**src/rtl/dvi_tmds_encoder.sv**
```systemverilog
// DVI TMDS output encoder: three 8b/10b transition-minimised, DC-balanced
// channel encoders with control-token insertion during blanking.

module tmds_channel_enc (
    input  logic       clk,
    input  logic       aresetn,
    input  logic [7:0] d,
    input  logic       de,
    input  logic [1:0] c,
    output logic [9:0] tmds
);
    localparam logic [9:0] TOKEN_00 = 10'h354;

    function automatic logic [3:0] popcount8(input logic [7:0] v);
        logic [3:0] n;
        n = '0;
        for (int i = 0; i < 8; i++) n = n + {3'b000, v[i]};
        return n;
    endfunction

    function automatic logic [8:0] transition_min(input logic [7:0] v);
        logic [3:0] n1;
        logic       use_xnor;
        logic [8:0] qm;
        n1       = popcount8(v);
        use_xnor = (n1 > 4'd4) || ((n1 == 4'd4) && !v[0]);
        qm       = '0;
        qm[0]    = v[0];
        for (int i = 1; i < 8; i++)
            qm[i] = use_xnor ? ~(qm[i-1] ^ v[i]) : (qm[i-1] ^ v[i]);
        qm[8] = ~use_xnor;
        return qm;
    endfunction

    function automatic logic [9:0] control_token(input logic [1:0] cc);
        case (cc)
            2'b00:   return 10'h354;
            2'b01:   return 10'h0AB;
            2'b10:   return 10'h154;
            default: return 10'h2AB;
        endcase
    endfunction

    logic [8:0]        qm_p0;
    logic [8:0]        qm_p1;
    logic [3:0]        n1q_p1;
    logic              vld_p1;
    logic [1:0]        c_p1;
    logic [9:0]        tmds_p2;
    logic signed [5:0] cnt_p2;

    assign qm_p0 = transition_min(d);

    // Stage 1: transition-minimised word and its ones count
    always_ff @(posedge clk or negedge aresetn) begin
        if (!aresetn) begin
            qm_p1  <= '0;
            n1q_p1 <= '0;
            vld_p1 <= 1'b0;
            c_p1   <= 2'b00;
        end else begin
            qm_p1  <= qm_p0;
            n1q_p1 <= popcount8(qm_p0[7:0]);
            vld_p1 <= de;
            c_p1   <= c;
        end
    end

    logic signed [5:0] n1q_s;
    logic signed [5:0] n0q_s;
    logic signed [5:0] bal;
    logic signed [5:0] cnt_nxt;
    logic [9:0]        tmds_nxt;

    assign n1q_s = signed'({2'b00, n1q_p1});
    assign n0q_s = 6'sd8 - n1q_s;
    assign bal   = n1q_s - n0q_s;

    always_comb begin
        tmds_nxt = control_token(c_p1);
        cnt_nxt  = '0;
        if (vld_p1) begin
            if ((cnt_p2 == 6'sd0) || (n1q_p1 == 4'd4)) begin
                tmds_nxt = {~qm_p1[8], qm_p1[8], qm_p1[8] ? qm_p1[7:0] : ~qm_p1[7:0]};
                cnt_nxt  = qm_p1[8] ? (cnt_p2 + bal) : (cnt_p2 - bal);
            end else if (((cnt_p2 > 6'sd0) && (n1q_p1 > 4'd4)) ||
                         ((cnt_p2 < 6'sd0) && (n1q_p1 < 4'd4))) begin
                tmds_nxt = {1'b1, qm_p1[8], ~qm_p1[7:0]};
                cnt_nxt  = cnt_p2 + (qm_p1[8] ? 6'sd2 : 6'sd0) - bal;
            end else begin
                tmds_nxt = {1'b0, qm_p1[8], qm_p1[7:0]};
                cnt_nxt  = cnt_p2 - (qm_p1[8] ? 6'sd0 : 6'sd2) + bal;
            end
        end
    end

    // Stage 2: disparity-balanced character or control token
    always_ff @(posedge clk or negedge aresetn) begin
        if (!aresetn) begin
            tmds_p2 <= TOKEN_00;
            cnt_p2  <= '0;
        end else begin
            tmds_p2 <= tmds_nxt;
            cnt_p2  <= cnt_nxt;
        end
    end

    assign tmds = tmds_p2;
endmodule

module dvi_tmds_encoder #(
    parameter int RED_LSB   = 0,
    parameter int GREEN_LSB = 8,
    parameter int BLUE_LSB  = 16
) (
    input  logic        dvi_clk,
    input  logic        aresetn,
    input  logic [31:0] dvi_rgb,
    input  logic        dvi_hsync,
    input  logic        dvi_vsync,
    input  logic        dvi_active_video,
    output logic [9:0]  tmds_ch0,
    output logic [9:0]  tmds_ch1,
    output logic [9:0]  tmds_ch2,
    output logic        tmds_de
);
    logic vld_p1;
    logic vld_p2;
    logic unused_rgb;

    // The top byte of dvi_rgb carries nothing for the link.
    assign unused_rgb = ^dvi_rgb;

    tmds_channel_enc u_ch0 (
        .clk     (dvi_clk),
        .aresetn (aresetn),
        .d       (dvi_rgb[BLUE_LSB +: 8]),
        .de      (dvi_active_video),
        .c       ({dvi_vsync, dvi_hsync}),
        .tmds    (tmds_ch0)
    );

    tmds_channel_enc u_ch1 (
        .clk     (dvi_clk),
        .aresetn (aresetn),
        .d       (dvi_rgb[GREEN_LSB +: 8]),
        .de      (dvi_active_video),
        .c       (2'b00),
        .tmds    (tmds_ch1)
    );

    tmds_channel_enc u_ch2 (
        .clk     (dvi_clk),
        .aresetn (aresetn),
        .d       (dvi_rgb[RED_LSB +: 8]),
        .de      (dvi_active_video),
        .c       (2'b00),
        .tmds    (tmds_ch2)
    );

    // DE follows the same two-register path as the channel characters
    always_ff @(posedge dvi_clk or negedge aresetn) begin
        if (!aresetn) begin
            vld_p1 <= 1'b0;
            vld_p2 <= 1'b0;
        end else begin
            vld_p1 <= dvi_active_video;
            vld_p2 <= vld_p1;
        end
    end

    assign tmds_de = vld_p2;
endmodule

```
**config.mk**
```make
export PLATFORM = sky130hd
export DESIGN_NAME = dvi_tmds_encoder
export DESIGN_NICKNAME = d
export VERILOG_FILES = /design/src/rtl/dvi_tmds_encoder.sv
export SDC_FILE = /design/constraint.sdc
export NUM_CORES = 1
export LEC_CHECK = 0
export ABC_CLOCK_PERIOD_IN_PS = 3700
export CAP_MARGIN = 5
export CORE_ASPECT_RATIO = 1.4
export CORE_MARGIN = 1
export CORE_UTILIZATION = 60
export CTS_BUF_LIST = sky130_fd_sc_hd__clkbuf_2
export DETAILED_ROUTE_END_ITERATION = 6
export HOLD_SLACK_MARGIN = 0.06
export PLACE_DENSITY = 0.89
export SLEW_MARGIN = 15
export SYNTH_ARGS = -nofsm -noshare
export SYNTH_HDL_FRONTEND = slang
export SYNTH_SLANG_ARGS = --single-unit
```
**constraint.sdc**
```tcl
create_clock -name dvi_clk -period 3.7 [get_ports dvi_clk]
set_input_delay 0.74 -clock dvi_clk [delete_from_list [all_inputs] [get_ports dvi_clk]]
set_output_delay 0.74 -clock dvi_clk [all_outputs]
set_load 0.005 [all_outputs]
```
==> results of run 1 <==
-- worst max-delay path by stage --
stage,end,cells past startpoint
2_1_floorplan,u_ch0.n1q_p1[1],20
3_3_place_gp,u_ch1.n1q_p1[1],21
3_5_place_dp,u_ch2.n1q_p1[1],21
4_1_cts,u_ch2.n1q_p1[1],21
5_1_grt,u_ch2.n1q_p1[1],22
6_report,u_ch2.n1q_p1[1],22
-- metal layers --
| layer | vias to the layer above | part of all wire (%) | routed length (microns) | global-route usage [%] |
|---|---|---|---|---|
| met5 | - | 0 | 0 | 0 |
| met4 | 0 | 4.4 | 770 | 13.8 |
| met3 | 69 | 4.3 | 754 | 4.89 |
| met2 | 202 | 56 | 9820 | 54.8 |
| met1 | 2777 | 35 | 6090 | 30.7 |
| li1 | 2652 | - | - | - |
-- worst register-to-register path: stages (launching register included) --
cell and delay (ps):
dfrtp_1 470, nor3_2 240, ha_1 330, a21oi_1 200, mux2_2 360, nor2_1 100
a31oi_1 100, ha_1 350, inv_1 70, ha_1 310, nor2_1 60, a21oi_1 170
xor2_1 160, mux2i_1 120, o211ai_1 250, mux2i_1 210
-- what timing repair did --
item | 4_1_cts | 5_1_grt
endpoints found under the setup margin | 18 | 18
gates cloned | 0 | 0
buffers inserted | 8 | 6
endpoints found under the hold margin | 0 | 0
pin swaps | 40 | 37
gates resized for setup | 55 | 22
-- synthesized netlist by cell type (all sizes together) (2+ instances only) --
| master | number |
|---|---|
| inv | 127 |
| mux2i | 12 |
| nand2 | 21 |
| nor3 | 5 |
| a211oi | 6 |
| or4 | 3 |
| nand2b | 10 |
| xor2 | 41 |
| and3b | 2 |
| clkbuf | 9 |
| a31oi | 6 |
| a21boi | 2 |
| dfrtp | 76 |
| nor4 | 2 |
| nor2b | 10 |
| and2 | 6 |
| nand3 | 3 |
| nor2 | 46 |
| xnor2 | 63 |
| fa | 39 |
| o31ai | 2 |
| or3 | 3 |
| ha | 95 |
| o21a | 4 |
| a211o | 2 |
| nand3b | 2 |
| dfstp | 15 |
| a21o | 18 |
| a311oi | 2 |
| buf | 6 |
| a32oi | 3 |
| o311ai | 2 |
| nor3b | 6 |
| o21ai | 28 |
| a2bb2oi | 3 |
| or2 | 5 |
| a21oi | 37 |
| mux2 | 2 |
-- area by class of cell --
cell class,count,share of cell area (%)
Multi-Input combinational cell,503,52.2
Sequential cell,91,25.7
Timing Repair Buffer,138,13.4
Inverter,127,5.33
Tap cell,147,2.06
Clock inverter,7,0.783
Clock buffer,9,0.503
Antenna cell,1,0.0280
-- registers in the layout, indices dropped and copies added (netlist names) --
register      flops
u_ch2.qm_p1       9
u_ch1.n1q_p1      4
u_ch0.tmds       10
u_ch2.tmds       10
u_ch1.cnt_p2      6
tmds_de           1
u_ch1.tmds       10
u_ch2.cnt_p2      6
u_ch0.c_p1        2
u_ch1.qm_p1       9
u_ch0.qm_p1       9
u_ch0.n1q_p1      4
u_ch2.vld_p1      1
u_ch2.n1q_p1      4
u_ch0.cnt_p2      6
-- cell families (layout without fill, tap and decap cells) --
logic type | count (synthesis) | after routing
fa+ha+maj | 134 | 134
other cells | 0 | 1
buf+inv | 142 | 281
mux | 14 | 14
simple gates | 127 | 127
compound gates | 124 | 124
flops | 91 | 91
xor+xnor | 104 | 104
-- per-stage QoR --
stage                     hold slack [ps]  cells  instance area, sq um  utilization [%]  worst slack [ps]
after floorplan                       392    736                  7420                -             -1930
after global placement                469    993                  8620             72.5             -2430
after detailed placement              474    993                  8620             72.5             -2660
after global routing                  177   1023                  8950             75.3             -1780
final                                 163   1023                  8950             75.3             -1670
after CTS                             152   1017                  8820             74.2             -1790
==> metrics.cfg, run 1 <==
[status]
status = complete, but fails checks
violations = negative setup slack

[final_layout]
final_nets = 1041
drive_gt1_share_pct = 20.7
mostFrequentLayoutCells = inv_1 (111), ha_1 (91), buf_4 (77)
syn2layout_area_growth_pct = 21.7
final_common_cell = inv_1
seqCellArea_sq_um = 2300
n_fill_cell = 754
multi_input_area_sq_um = 4670

[routing]
wl_per_cell_microns = 17.0
detail_route.vias_per_cell = 5.57
drtIter0Drc = 244
drcViolationCount = 0
first_pass_iters = 7
wl_mm = 17.4
antenna_left = 0
vias = 5700

[logic_synthesis]
yosysSeqAreaShare_pct = 31.2
synth_largest_area_cell = dfrtp_1
netlist_instances = 736
ys.flop_type = dfrtp_1
synth_seq_cells = 91
synthArstFlopShare_pct = 100
syn_avg_cell_area_sq_um = 9.99
synth_area_sq_um = 7350
synth_edf_count = 0
synthSimpleGateAreaFrac_pct = 8.92
yosys.area_share.adder_pct = 26.8
synth.top_cell.area_share_pct = 25.9
synth_mux_area_share_pct = 1.94
synth_top_family_by_area = adder cells
synth-xor-area-share_pct = 12.4
synth_compound_area_share_pct = 11.2
synth_fp_nets = 907
ys_warn_count = 0
synth_top_cells_by_area = dfrtp_1 (26%), ha_1 (16%), fa_1 (11%)
yosysUniqueCellTypes = 59

[setup_path]
critPathBufInv = 8
cp_slowest_cell = fa_1
worstSetupPathType = in2reg
rrSetupSlack_ps = 160
cp-start-kind = input port
end_kind = flop
path_max_fanout = 2
cp_top_family = adder cells
crit_required_ps = 4250
r2r_end = u_ch0.cnt_p2[5]
worstPathArrival_ps = 5920
crit_path_max_incr_delay_ps = 550
cp-startpoint = dvi_rgb[0]
r2r_start = u_ch0.n1q_p1[1]
reg2regPathDepth = 15
path_cells = buf_8, ha_4, inv_2, fa_1, fa_1, inv_1, fa_2, fa_1, nor3b_2, buf_4, nor3b_2, a21oi_2, xnor2_2, ha_1, inv_2, fa_1, inv_2, fa_1, fa_2, inv_2, fa_1, inv_1
crit_path_frequent_cell = fa_1

[cts]
htree_levels = 3
ctsHoldBuffers = 0
clock_latency_ps = 600
cts_tree = yes
cts_sinks = 91
numCtsBuffers = 9
clk_path_buf_depth = 2
path_clk_slew_ps = 320
clock-root-buffer = clkbuf_2

[placed_design]
dpl.hpwl_mm = 13.2
numPortBuffers = 59
routabilityCongestion = 0.916

[floorplan]
core_sq_um = 11900
initial_utilization_pct = 61.9
die_w_microns = 95.5
die_h_microns = 133
ioPinCount = 68
rows = 47
die-area_sq_um = 12700

[global_route]
first_global_vias = 6267
grt_pass1_wl_mm = 28.6
overflow = 0
grt_use_total_pct = 29.3
antenna_found_initial = 1
grt_max_degree = 62

[sta]
worst_pin_slew_ps = 940
period_needed_ps = 5370
setup-tns-final_ps = -17960
final-max-slew-violation-count = 0
fin_crit_sh_pct = 145
fmax_mhz = 186
finClkSkew_ps = 41.5
timing.slew.headroom_pct = 37.2
rsz0062_at_grt = true
setup_slack_ps = -1670
final-hold-violation-count = 0
setup_viol = 12

[flow_run]
drv_cap = 0

[min_path]
hold_path.class = in2async

Power of run 1 is left out: the tool's default activity adds up to more than one toggle a clock period on the data nets, which glitch-free logic cannot reach.
==> inputs of run 2 (changes only) <==
- SLEW_MARGIN: 15 -> not set
==> results of run 2 <==
No change in the layout: final DEF, timing and power equal those of run 1.
Power of run 2 is left out for the same reason.
==> inputs of run 3 (changes only) <==
- CTS_CLUSTER_DIAMETER: not set -> 40
==> results of run 3 <==
No change in the layout: final DEF, timing and power equal those of run 1.
Power of run 3 is left out for the same reason.
